## src/rtl/y86_pkg.sv

```systemverilog
// Shared Y86 constants, BHT init-FSM states and the saturating step helper.
package y86_pkg;

    localparam logic [3:0] INOP  = 4'h1;
    localparam logic [3:0] IJXX  = 4'h7;
    localparam logic [3:0] ICALL = 4'h8;
    localparam logic [3:0] C_YES = 4'h0;

    typedef enum logic {
        TBL_INIT = 1'b0,
        TBL_RUN  = 1'b1
    } tbl_state_e;

    // One saturating step up or down; callers keep their widths at or below 32 bits.
    function automatic logic [31:0] sat_step(input logic [31:0] val,
                                             input logic [31:0] max_val,
                                             input logic        up);
        if (up)
            return (val >= max_val) ? max_val : val + 32'd1;
        return (val == 32'd0) ? 32'd0 : val - 32'd1;
    endfunction

endpackage

```

## src/rtl/bht_table.sv

```systemverilog
// Counter array for the branch history table: init sweep FSM, two async read
// ports (fetch and train) and one sync write port that shares the train index.
module bht_table
    import y86_pkg::*;
#(
    parameter int IDX_BITS = 6,
    parameter int CTR_BITS = 2
) (
    input  logic                clk_i,
    input  logic                rst_i,
    input  logic [IDX_BITS-1:0] rd_idx_i,
    output logic [CTR_BITS-1:0] rd_ctr_o,
    input  logic [IDX_BITS-1:0] tr_idx_i,
    output logic [CTR_BITS-1:0] tr_ctr_o,
    input  logic                wr_en_i,
    input  logic [CTR_BITS-1:0] wr_ctr_i,
    output logic                ready_o
);

    localparam int DEPTH = 2 ** IDX_BITS;
    localparam logic [CTR_BITS-1:0] WEAK_NT = CTR_BITS'((2 ** (CTR_BITS - 1)) - 1);

    logic [CTR_BITS-1:0] ctr_mem [DEPTH];
    tbl_state_e          state, state_nxt;
    logic [IDX_BITS-1:0] ptr, ptr_nxt;

    always_ff @(posedge clk_i) begin
        if (rst_i) begin
            state <= TBL_INIT;
            ptr   <= '0;
        end else begin
            state <= state_nxt;
            ptr   <= ptr_nxt;
        end
    end

    // Sweep writes one entry per cycle and leaves INIT after the last index.
    always_comb begin
        state_nxt = state;
        ptr_nxt   = ptr;
        ready_o   = (state == TBL_RUN);
        if (state == TBL_INIT) begin
            ptr_nxt = ptr + 1'b1;
            if (ptr == '1)
                state_nxt = TBL_RUN;
        end
    end

    always_ff @(posedge clk_i) begin
        if (!rst_i) begin
            if (state == TBL_INIT)
                ctr_mem[ptr] <= WEAK_NT;
            else if (wr_en_i)
                ctr_mem[tr_idx_i] <= wr_ctr_i;
        end
    end

    assign rd_ctr_o = ctr_mem[rd_idx_i];
    assign tr_ctr_o = ctr_mem[tr_idx_i];

endmodule

```

## src/rtl/bht_predictor.sv

```systemverilog
// Fetch-stage next-PC predictor with a saturating-counter BHT and branch statistics.
// Define BHT_GSHARE_EN to hash a non-speculative global history into the index.
module bht_predictor
    import y86_pkg::*;
#(
    parameter int IDX_BITS  = 6,
    parameter int CTR_BITS  = 2,
    parameter int HIST_BITS = 6,
    parameter int STAT_W    = 32
) (
    input  logic              clk_i,
    input  logic              rst_i,
    input  logic [63:0]       f_PC_i,
    input  logic [3:0]        f_icode_i,
    input  logic [3:0]        f_ifun_i,
    input  logic [63:0]       f_valC_i,
    input  logic [63:0]       f_valP_i,
    input  logic [63:0]       E_PC_i,
    input  logic [3:0]        E_icode_i,
    input  logic [3:0]        E_ifun_i,
    input  logic              E_branch_taken_i,
    input  logic              e_Cnd_i,
    output logic [63:0]       f_predPC_o,
    output logic              f_branch_taken_o,
    output logic              ready_o,
    output logic [STAT_W-1:0] branch_count_o,
    output logic [STAT_W-1:0] mis_count_o
);

    localparam logic [31:0] CTR_MAX  = 32'({CTR_BITS{1'b1}});
    localparam logic [31:0] STAT_MAX = 32'({STAT_W{1'b1}});

    logic [IDX_BITS-1:0] f_idx, e_idx;
    logic [CTR_BITS-1:0] f_ctr, e_ctr, e_ctr_nxt;
    logic                e_cond, train, f_taken;

    assign e_cond = (E_icode_i == IJXX) && (E_ifun_i != C_YES);
    assign train  = e_cond && ready_o;

`ifdef BHT_GSHARE_EN
    logic [HIST_BITS-1:0] ghr;

    // Predict and train share this cycle's history; it only advances on trained branches.
    assign f_idx = f_PC_i[IDX_BITS-1:0] ^ IDX_BITS'(ghr);
    assign e_idx = E_PC_i[IDX_BITS-1:0] ^ IDX_BITS'(ghr);

    always_ff @(posedge clk_i) begin
        if (rst_i)
            ghr <= '0;
        else if (train)
            ghr <= HIST_BITS'({ghr, e_Cnd_i});
    end
`else
    assign f_idx = f_PC_i[IDX_BITS-1:0];
    assign e_idx = E_PC_i[IDX_BITS-1:0];
`endif

    bht_table #(
        .IDX_BITS(IDX_BITS),
        .CTR_BITS(CTR_BITS)
    ) u_table (
        .clk_i   (clk_i),
        .rst_i   (rst_i),
        .rd_idx_i(f_idx),
        .rd_ctr_o(f_ctr),
        .tr_idx_i(e_idx),
        .tr_ctr_o(e_ctr),
        .wr_en_i (train),
        .wr_ctr_i(e_ctr_nxt),
        .ready_o (ready_o)
    );

    assign e_ctr_nxt = CTR_BITS'(sat_step(32'(e_ctr), CTR_MAX, e_Cnd_i));

    // Conditional jumps follow the counter MSB only once the table is initialised.
    always_comb begin
        f_taken = 1'b0;
        if (f_icode_i == IJXX)
            f_taken = (f_ifun_i == C_YES) ? 1'b1 : (ready_o & f_ctr[CTR_BITS-1]);
        else if (f_icode_i == ICALL)
            f_taken = 1'b1;
    end

    assign f_branch_taken_o = f_taken;
    assign f_predPC_o       = f_taken ? f_valC_i : f_valP_i;

    always_ff @(posedge clk_i) begin
        if (rst_i) begin
            branch_count_o <= '0;
            mis_count_o    <= '0;
        end else if (e_cond) begin
            branch_count_o <= STAT_W'(sat_step(32'(branch_count_o), STAT_MAX, 1'b1));
            if (e_Cnd_i ^ E_branch_taken_i)
                mis_count_o <= STAT_W'(sat_step(32'(mis_count_o), STAT_MAX, 1'b1));
        end
    end

endmodule
```

## config.mk

```make
export PLATFORM = sky130hd
export DESIGN_NAME = bht_predictor
export DESIGN_NICKNAME = d
export VERILOG_FILES = /design/src/rtl/y86_pkg.sv /design/src/rtl/bht_table.sv /design/src/rtl/bht_predictor.sv
export SDC_FILE = /design/constraint.sdc
export NUM_CORES = 1
export LEC_CHECK = 0
export BUFFER_PORTS_ARGS = -buffer_cell sky130_fd_sc_hd__buf_2
export CELL_PAD_IN_SITES_DETAIL_PLACEMENT = 0
export CELL_PAD_IN_SITES_GLOBAL_PLACEMENT = 1
export CORE_MARGIN = 4
export CORE_UTILIZATION = 30
export DETAILED_ROUTE_END_ITERATION = 7
export GPL_TIMING_DRIVEN = 0
export PLACE_DENSITY = 0.69
export SYNTH_ARGS = -nofsm -noshare
export SYNTH_HDL_FRONTEND = slang
export SYNTH_SLANG_ARGS = --single-unit
```

## constraint.sdc

```tcl
create_clock -name clk_i -period 10.7 [get_ports clk_i]
set_input_delay 1.07 -clock clk_i [delete_from_list [all_inputs] [get_ports clk_i]]
set_output_delay 1.07 -clock clk_i [all_outputs]
set_load 0.05 [all_outputs]
```

==> results of run 1 <==
per-stage QoR:
| step | instance area [sq um] | cells | util [%] | hold slack, ns |
|---|---|---|---|---|
| after CTS | 13010 | 1638 | 38.51 | 0.5266 |
| after global placement | 12340 | 1605 | 36.53 | 0.4994 |
| after floorplan | 10360 | 874 | - | 0.4809 |
| final | 13010 | 1639 | 38.52 | 0.5268 |
| after detailed placement | 12450 | 1608 | 36.84 | 0.5168 |
| after global routing | 13010 | 1639 | 38.52 | 0.5686 |
where the power goes:
| part | internal [uW] | switching, uW | total [uW] |
|---|---|---|---|
| Sequential | 809 | 2.56 | 812 |
| Combinational | 78.0 | 136 | 214 |
| Clock | 327 | 299 | 626 |
logic make-up (layout without fill, tap and decap cells):
| family | Yosys count | in the layout | share of synthesized area [%] |
|---|---|---|---|
| AOI/OAI and AO/OA | 121 | 121 | 6.809 |
| xor gates and xnor gates | 55 | 55 | 4.648 |
| adders and majority gates | 3 | 3 | 0.3622 |
| buffers and inverters | 55 | 371 | 2.885 |
| DFF | 199 | 199 | 50.80 |
| muxes | 140 | 140 | 20.23 |
| other | 0 | 1 | 0 |
| and+or+nand+nor | 301 | 301 | 14.26 |
synthesized netlist by cell type, types with 4 or more instances:
| cell type | instances | area [sq um] |
|---|---|---|
| a31oi_1 | 5 | 31.28 |
| nor2b_1 | 9 | 56.30 |
| o21ai_0 | 14 | 70.07 |
| mux2_4 | 49 | 735.7 |
| nor4_1 | 4 | 25.02 |
| nand3_1 | 36 | 180.2 |
| nand2_1 | 59 | 221.5 |
| a22oi_1 | 10 | 75.07 |
| nor3_1 | 21 | 105.1 |
| a21oi_1 | 64 | 320.3 |
| nand4_1 | 19 | 118.9 |
| mux2_2 | 20 | 225.2 |
| a211oi_1 | 5 | 37.54 |
| xnor2_1 | 20 | 175.2 |
| nand2b_1 | 8 | 50.05 |
| clkbuf_1 | 22 | 82.58 |
| mux4_2 | 34 | 765.7 |
| buf_2 | 8 | 40.04 |
| buf_4 | 4 | 30.03 |
| dfxtp_1 | 71 | 1421 |
| xor2_1 | 35 | 306.5 |
| o22ai_1 | 5 | 31.28 |
| mux2i_1 | 37 | 370.4 |
| o21a_1 | 4 | 30.03 |
| nor2_1 | 103 | 386.6 |
| inv_1 | 9 | 33.78 |
| and2_1 | 5 | 31.28 |
| and3_1 | 10 | 62.56 |
| edfxtp_1 | 128 | 3844 |
| buf_6 | 9 | 101.4 |
| or3_1 | 4 | 25.02 |
registers in the layout, summed over array words and instances, names as in the netlist:
signal,count
u_table.ctr_mem,128
branch_count_o,32
mis_count_o,32
u_table.ptr,6
u_table.ready_o,1
final timing paths:
path	cells past startpoint	end	startpoint	slack [ns]
setup / recovery	11	f_predPC_o[59]	f_PC_i[2]	6.04
hold / removal	2	u_table.ptr[5]	u_table.ptr[5]	0.53
setup reg to reg	8	u_table.ctr_mem[15][0]	u_table.ctr_mem[12][0]	7.77
hold reg to reg	2	u_table.ptr[5]	u_table.ptr[5]	0.53
area by class of cell:
cell class	count	share of cell area, %
Sequential cell	199	40.46
Multi-Input combinational cell	620	37.06
Timing Repair Buffer	286	11.52
Tap cell	448	4.308
Clock buffer	17	3.269
Buffer	46	2.038
Clock inverter	13	1.067
Inverter	9	0.2596
Antenna cell	1	0.01923
layout by cell type, fill, tap and decap left out, types with 8 or more instances in the layout:
cell	instances
xor2_1	35
nand2_1	59
edfxtp_1	128
mux4_2	34
mux2i_1	37
nand3_1	36
and3_1	10
buf_2	291
xnor2_1	20
buf_6	9
o21ai_0	14
nand4_1	19
nand2b_1	8
clkbuf_16	17
a22oi_1	10
clkbuf_1	22
dfxtp_1	71
inv_1	9
nor2b_1	9
a21oi_1	64
nor2_1	103
nor3_1	21
mux2_4	49
mux2_2	20
layer usage:
layer,vias to the layer above,global-route usage (%),routed length (um)
li1,3877,-,-
met1,3922,21.05,13540
met2,356,33.42,18410
met3,57,5.109,2777
met4,2,6.589,1235
met5,-,0,19
worst min-delay path, stage by stage, from the launching register on:
cell and delay [ns]:
dfxtp_1 0.34, o21ai_0 0.08, a21oi_1 0.06
==> flow_metrics.py, run 1 <==
metrics = {
    "run_status": {
        "status": "completed",
    },
    "critical_path": {
        "path_buf_inv": 5,
        "worstSetupEndpointType": "output pin",
        "path_class": "input port to output pin",
        "path_cells": "buf_2 > buf_2 > mux4_2 > mux2i_1 > nand4_1 > a31oi_1 > o22ai_1 > buf_6 > buf_6 > mux2_4 > buf_2",
        "max_stage_delay_ns": 0.36,
        "crit_family": "multiplexers",
        "arrival_ns": 3.59,
        "path_max_fanout": 10,
        "crit_slowest_cell": "mux2i_1",
        "required_ns": 9.63,
        "cp_common_cell": "buf_2",
        "cp-start-kind": "input port",
    },
    "timing": {
        "finalWorstSetupSlack_ns": 6.042,
        "period_needed_ns": 4.658,
        "fin_tns_setup_ns": 0,
        "slew_viol_final": 0,
        "fmax_ghz": 0.2147,
        "rsz0062_at_grt": "false",
        "relSlewSlack_pct": 10.11,
        "setup_viol": 0,
        "hold_violations": 0,
        "fin_skew_ns": 0.01263,
        "timing.final.crit_share_pct": 43.53,
        "worst_pin_slew_ns": 1.336,
    },
    "clock_tree": {
        "cts_buffers": 17,
        "cts_tree": "built",
        "htreeDepth": 4,
        "root_buffer": "clkbuf_16",
        "holdBufCountCts": 0,
        "cts_buffer_depth": 2,
        "insertion_delay_ns": 0.43,
        "cts_setup_buffers": 0,
        "cts_resized": 0,
        "path_clk_slew_ns": 0.07,
        "clock-sinks": 199,
    },
    "logic_synthesis": {
        "ys_ff_latch": 199,
        "synthDistinctLibCells": 56,
        "synth_edf_count": 128,
        "synth-main-ff-cell": "edfxtp_1",
        "yosysSeqAreaShare_pct": 50.80,
        "ys_async_sr_fraction_pct": 0,
        "syn_nets": 1153,
        "avgSynthCellArea_sq_um": 11.86,
        "ys_warn_count": 0,
        "synth_cells": 874,
        "syn_area_sq_mm": 0.01036,
    },
    "floorplan": {
        "io_pins": 406,
        "start_util_pct": 30.68,
        "die_h_um": 193.9,
        "fp-row-count": 67,
        "chipWidth_um": 193.9,
        "dieArea_sq_mm": 0.03758,
        "coreArea_sq_mm": 0.03378,
    },
    "power": {
        "power_density_mw_per_mm2": 126.9,
        "vdd_ir_drop_max_mv": 0.09844,
        "finalPower_uw": 1652,
        "p_leak_uw": 0.005197,
    },
    "worst_hold_path": {
        "hp-class": "register to register",
    },
    "final_layout": {
        "multi_input_comb_area_sq_mm": 0.004822,
        "regArea_sq_mm": 0.005265,
        "fill_cells": 3355,
        "areaGrowthSynthToFinish_pct": 25.56,
        "drive_gt1_share_pct": 37.90,
        "nNetsFinal": 1458,
    },
    "route": {
        "drt_iter0_drc": 473,
        "drt_wl_total_um": 35980,
        "first_pass_iters": 5,
        "wl_per_cell_um": 21.95,
        "postRouteAntennaNets": 0,
        "vias_per_cell": 5.012,
        "drc": 0,
        "num_vias": 8214,
    },
    "global_route": {
        "gr-total-overflow": 0,
        "antenna_found_initial": 8,
        "grt_use_total_pct": 18.52,
        "grt_pass1_vias": 8306,
        "grt_pass1_wl_um": 52990,
        "grt_max_degree": 34,
    },
    "placed_design": {
        "place_congestion": 0.9588,
        "port_buffers": 283,
        "dp_slack_ns": 5.990,
        "dp_hpwl_um": 28630,
    },
    "job": {
        "maxCapViolCount": 0,
    },
}
(Power assumes the default switching activity.)
==> run 2, diff against run 1 <==
- clock period: 10.7 -> 4.75 ns (I/O delays scaled with it)
==> run 2 against run 1 <==
  * Sequential cell count is the same
  * First-iteration DRC count grew 11%
  * Clock-buffer cell count is the same
  * Cell count grew 0.18%
  * Critical path depth shrank 2
  * Sequential power grew 130%
  * Die area is the same
  * Final area is essentially flat
  * Clock skew is essentially flat
  * Non-clock buffer count is the same
  * Global-route usage shrank 0.091 points
  * Critical endpoint is now f_predPC_o[22]
==> flow_metrics.py, run 2 (same netlist as run 1, synthesis figures left out) <==
metrics = {
    "critical_path": {
        "crit_path_start": "u_table.ctr_mem[47][1]",
        "r2r_cells": 8,
        "required_ns": 4.28,
        "crit_path_end": "f_predPC_o[22]",
        "r2r-end": "u_table.ctr_mem[46][0]",
        "worstSetupEndpointType": "output pin",
        "r2r_setup_slack_ns": 1.81,
        "r2r-start": "u_table.ctr_mem[44][0]",
        "cp-start-kind": "register",
        "path_class": "register to output pin",
        "arrival_ns": 3.14,
        "path_max_fanout": 10,
    },
    "worst_hold_path": {
        "hp-class": "register to register",
    },
    "timing": {
        "timing.final.crit_share_pct": 76.15,
        "finalWorstSetupSlack_ns": 1.133,
        "hold_violations": 0,
        "rsz0062_at_grt": "false",
        "fmax_ghz": 0.2765,
        "fin_skew_ns": 0.01286,
        "worst_pin_slew_ns": 1.200,
        "relSlewSlack_pct": 19.29,
        "slew_viol_final": 0,
        "period_needed_ns": 3.617,
        "setup_viol": 0,
    },
    "final_layout": {
        "fill_cells": 3406,
        "top_regs": "u_table.ctr_mem x128, branch_count_o x32, mis_count_o x32",
        "areaGrowthSynthToFinish_pct": 25.50,
        "layout_commonest_cell": "buf_2",
        "final_cell_mix": "291 x buf_2, 128 x edfxtp_1, 103 x nor2_1",
        "drive_gt1_share_pct": 37.84,
        "top_register": "u_table.ctr_mem",
        "nNetsFinal": 1458,
        "largest_reg_flops": 128,
    },
    "floorplan": {
        "dieArea_sq_mm": 0.03758,
        "coreArea_sq_mm": 0.03378,
        "die_h_um": 193.9,
        "io_pins": 406,
        "chipWidth_um": 193.9,
        "fp-row-count": 67,
        "start_util_pct": 30.68,
    },
    "clock_tree": {
        "cts_setup_buffers": 0,
        "cts_buffer_depth": 2,
        "cts_tree": "built",
        "cts_resized": 0,
        "holdBufCountCts": 0,
        "path_clk_slew_ns": 0.07,
        "insertion_delay_ns": 0.44,
        "cts_buffers": 17,
        "htreeDepth": 4,
        "clock-sinks": 199,
        "root_buffer": "clkbuf_16",
    },
    "route": {
        "drt_wl_total_um": 35910,
        "vias_per_cell": 5.069,
        "wl_met3_um": 2816,
        "highest_layer": "met5",
        "first_pass_iters": 5,
        "wl_per_cell_um": 21.87,
        "postRouteAntennaNets": 0,
        "num_vias": 8324,
        "drc": 0,
        "drt_iter0_drc": 523,
        "wl_met2_um": 18350,
        "met1Wirelength_um": 13480,
    },
    "power": {
        "vdd_ir_drop_max_mv": 0.2281,
        "p_leak_uw": 0.005194,
        "finalPower_uw": 3717,
        "power_density_mw_per_mm2": 285.8,
    },
    "global_route": {
        "grt_pass1_vias": 8375,
        "grt_use_total_pct": 18.43,
        "grt_max_degree": 43,
        "antenna_found_initial": 6,
        "grt_pass1_wl_um": 52760,
        "gr-total-overflow": 0,
    },
    "placed_design": {
        "place_congestion": 0.9277,
        "dp_slack_ns": 0.7759,
        "port_buffers": 283,
        "dp_hpwl_um": 28350,
    },
    "run_status": {
        "status": "completed",
    },
    "job": {
        "maxCapViolCount": 0,
    },
}
[run 2: how the worst min path moves through the flow]
stage                                from               to  slack [ns]  cells past startpoint
after floorplan            u_table.ptr[5]   u_table.ptr[5]        0.48                      2
after global placement     u_table.ptr[5]   u_table.ptr[5]        0.51                      2
after detailed placement   u_table.ptr[5]   u_table.ptr[5]        0.53                      2
after CTS                 mis_count_o[24]  mis_count_o[24]        0.54                      2
after global routing      mis_count_o[24]  mis_count_o[24]        0.56                      2
final                      u_table.ptr[5]   u_table.ptr[5]        0.54                      2
[run 2: report_power, final]
part           switching, uW  internal (uW)
Clock                    708            695
Combinational            310            176
Sequential              6.17           1820
[run 2: worst max-delay path, cell delays in order (launching register included)]
cell,delay [ns]
edfxtp_1,0.41
mux4_2,0.48
mux2i_1,0.39
nand4_1,0.16
a31oi_1,0.16
o22ai_1,0.16
buf_6,0.19
buf_6,0.17
mux2_4,0.35
buf_2,0.22
[run 2: per-layer routing]
layer	vias to the layer above	global-route usage, %
met1	4021	20.98
li1	3881	-
met2	370	33.13
met3	50	4.848
met5	-	0
met4	2	7.109
[run 2: metrics by stage]
step           utilization (%)  hold WS [ns]  setup TNS, ns  area (sq um)  cells
5_1_grt                  38.50        0.5629              0         13010   1642
3_5_place_dp             36.82        0.5302              0         12440   1608
2_1_floorplan                -        0.4809              0         10360    874
6_report                 38.50        0.5400              0         13010   1642
3_3_place_gp             36.53        0.5057        -234.20         12340   1605
4_1_cts                  38.48        0.5435              0         13000   1640
[run 2: final cells by class]
class	instances	area [sq um]	area share, %
Inverter	9	33.78	0.2597
Antenna cell	2	5.005	0.03848
Clock buffer	17	425.4	3.271
Timing Repair Buffer	286	1491	11.47
Clock inverter	15	137.6	1.058
Tap cell	448	560.5	4.310
Buffer	46	265.3	2.039
Multi-Input combinational cell	620	4822	37.08
Sequential cell	199	5265	40.48
==> run 3, diff against run 2 <==
- PLACE_DENSITY: 0.69 -> 0.71
- clock period: 4.75 -> 2.95 ns (I/O delays scaled with it)
==> run 3 against run 2 <==
  * Via count is 0.38% higher
  * Highest routed layer unchanged
  * Sequential share of layout area is 1.5 points lower
  * Clock skew is 0.0012 ns lower
  * Largest cell class unchanged
  * Global-route usage is 0.32 points higher
  * The flow now finishes with violations (setup timing)
  * Setup slack worse by 1.4 ns
  * Clock-buffer cell count is 1 higher
==> flow_metrics.py, run 3 (same netlist as run 1, synthesis figures left out) <==
metrics = {
    "run_status": {
        "status": "finished with violations",
        "violations": "setup timing",
    },
    "final_layout": {
        "utilization_pct": 39.94,
        "nNetsFinal": 1462,
        "multi_input_comb_area_sq_mm": 0.004887,
        "design_area_sq_mm": 0.01349,
        "top_register": "u_table.ctr_mem",
        "top_regs": "u_table.ctr_mem x128, branch_count_o x32, mis_count_o x32",
        "largest_reg_flops": 128,
        "areaGrowthSynthToFinish_pct": 30.21,
        "layout_commonest_cell": "buf_2",
        "final_cell_mix": "230 x buf_2, 128 x edfxtp_1, 102 x nor2_1",
        "fill_cells": 3316,
        "regArea_sq_mm": 0.005265,
        "drive_gt1_share_pct": 38.96,
    },
    "route": {
        "drt_wl_total_um": 36170,
        "drt_iter0_drc": 592,
        "num_vias": 8356,
        "wl_per_cell_um": 21.92,
        "first_pass_iters": 5,
        "vias_per_cell": 5.064,
        "drc": 0,
        "postRouteAntennaNets": 0,
    },
    "floorplan": {
        "io_pins": 406,
        "coreArea_sq_mm": 0.03378,
        "fp-row-count": 67,
        "dieArea_sq_mm": 0.03758,
        "die_h_um": 193.9,
        "start_util_pct": 30.68,
        "chipWidth_um": 193.9,
    },
    "global_route": {
        "antenna_found_initial": 7,
        "grtUsageMet3_pct": 5.213,
        "met2_usage_pct": 33.44,
        "grt-busiest-layer": "met2",
        "use_met1_pct": 21.35,
        "gr-total-overflow": 0,
        "grt_max_degree": 33,
        "grt_pass1_vias": 8553,
        "grt_pass1_wl_um": 54030,
        "grt_use_total_pct": 18.75,
    },
    "critical_path": {
        "crit_slowest_cell": "mux4_2",
        "path_class": "register to output pin",
        "cp-start-kind": "register",
        "r2r_setup_slack_ns": 0.14,
        "cp_common_cell": "buf_6",
        "r2r-end": "u_table.ctr_mem[7][0]",
        "path_max_fanout": 10,
        "path_cells": "mux4_2 > mux2i_4 > nand4_1 > a31oi_1 > o22ai_2 > buf_6 > buf_8 > mux2_4 > buf_6",
        "r2r_cells": 7,
        "max_stage_delay_ns": 0.54,
        "worstSetupEndpointType": "output pin",
        "path_buf_inv": 3,
        "crit_family": "multiplexers",
        "required_ns": 2.65,
        "r2r-start": "u_table.ready_o",
        "arrival_ns": 2.90,
    },
    "clock_tree": {
        "htreeDepth": 4,
        "cts_buffer_depth": 2,
        "holdBufCountCts": 0,
        "root_buffer": "clkbuf_16",
        "insertion_delay_ns": 0.44,
        "path_clk_slew_ns": 0.07,
        "clock-sinks": 199,
        "cts_tree": "built",
        "cts_buffers": 17,
    },
    "worst_hold_path": {
        "worstHoldStart": "E_icode_i[2]",
        "hold_path_end": "branch_count_o[10]",
        "hp-class": "input port to register",
        "min_path_cells": 4,
    },
    "power": {
        "power_density_mw_per_mm2": 447.8,
        "vdd_ir_drop_max_mv": 0.3528,
        "p_leak_uw": 0.005358,
    },
    "timing": {
        "setup_viol": 64,
        "worst_pin_slew_ns": 1.295,
        "hold_violations": 0,
        "fmax_ghz": 0.3125,
        "period_needed_ns": 3.200,
        "relSlewSlack_pct": 12.87,
        "finalWorstSetupSlack_ns": -0.2497,
        "rsz0062_at_grt": "true",
        "slew_viol_final": 0,
        "timing.final.crit_share_pct": 108.5,
        "fin_skew_ns": 0.01168,
        "fin_tns_setup_ns": -12.58,
    },
    "placed_design": {
        "placed_area_sq_mm": 0.01245,
        "dp_hpwl_um": 28300,
        "port_buffers": 283,
        "place_congestion": 0.9333,
    },
    "job": {
        "maxCapViolCount": 0,
    },
}
## run 3: worst max-delay path by stage
stage	cells past startpoint	start	to
finish	9	u_table.ctr_mem[46][1]	f_predPC_o[37]
global route	9	u_table.ctr_mem[46][1]	f_predPC_o[37]
CTS	9	u_table.ctr_mem[46][1]	f_predPC_o[37]
detailed placement	11	E_PC_i[1]	u_table.ctr_mem[63][0]
global placement	10	E_PC_i[1]	u_table.ctr_mem[12][0]
floorplan	9	E_PC_i[0]	u_table.ctr_mem[0][0]
## run 3: timing repair
| action | 4_1_cts | 5_1_grt |
|---|---|---|
| setup buffers | 4 | 0 |
| resized for setup | 127 | 11 |
| pin swaps | 1 | 0 |
| setup endpoints to repair | 180 | 248 |
| gates cloned | 1 | 0 |
## run 3: area by class of cell
class	instances	area share, %
Sequential cell	199	39.02
Multi-Input combinational cell	621	36.22
Timing Repair Buffer	290	14.14
Tap cell	448	4.154
Clock buffer	18	3.180
Buffer	45	2.012
Clock inverter	14	0.9179
Inverter	9	0.2503
Antenna cell	6	0.1113
## run 3: routing by layer
metal	vias to the layer above	share of wire [%]
li1	3885	-
met1	4029	37
met2	387	51
met3	53	8.3
met4	2	3.5
met5	-	0.036
## run 3: where the power goes
part	switching [uW]	internal (uW)
registers	10.3	2930
logic	515	350
clock network	1060	1170
## run 3: tightest hold or removal path, cell delays in order
cell      delay [ns]
buf_2           0.11
nand4b_4        0.10
nor3_2          0.09
a311oi_1        0.20
## run 3: through the flow
stage / total power, uW / std cells / worst slack [ns] / hold WS [ns]
after global placement: 3788 / 1605 / -1.247 / 0.5015
after global routing: 6246 / 1650 / -0.3565 / 0.4782
after CTS: 6087 / 1645 / -0.2865 / 0.4195
final: 6043 / 1650 / -0.2497 / 0.4090
after detailed placement: 3791 / 1608 / -0.8348 / 0.5113
after floorplan: 3511 / 874 / 0.05669 / 0.4809
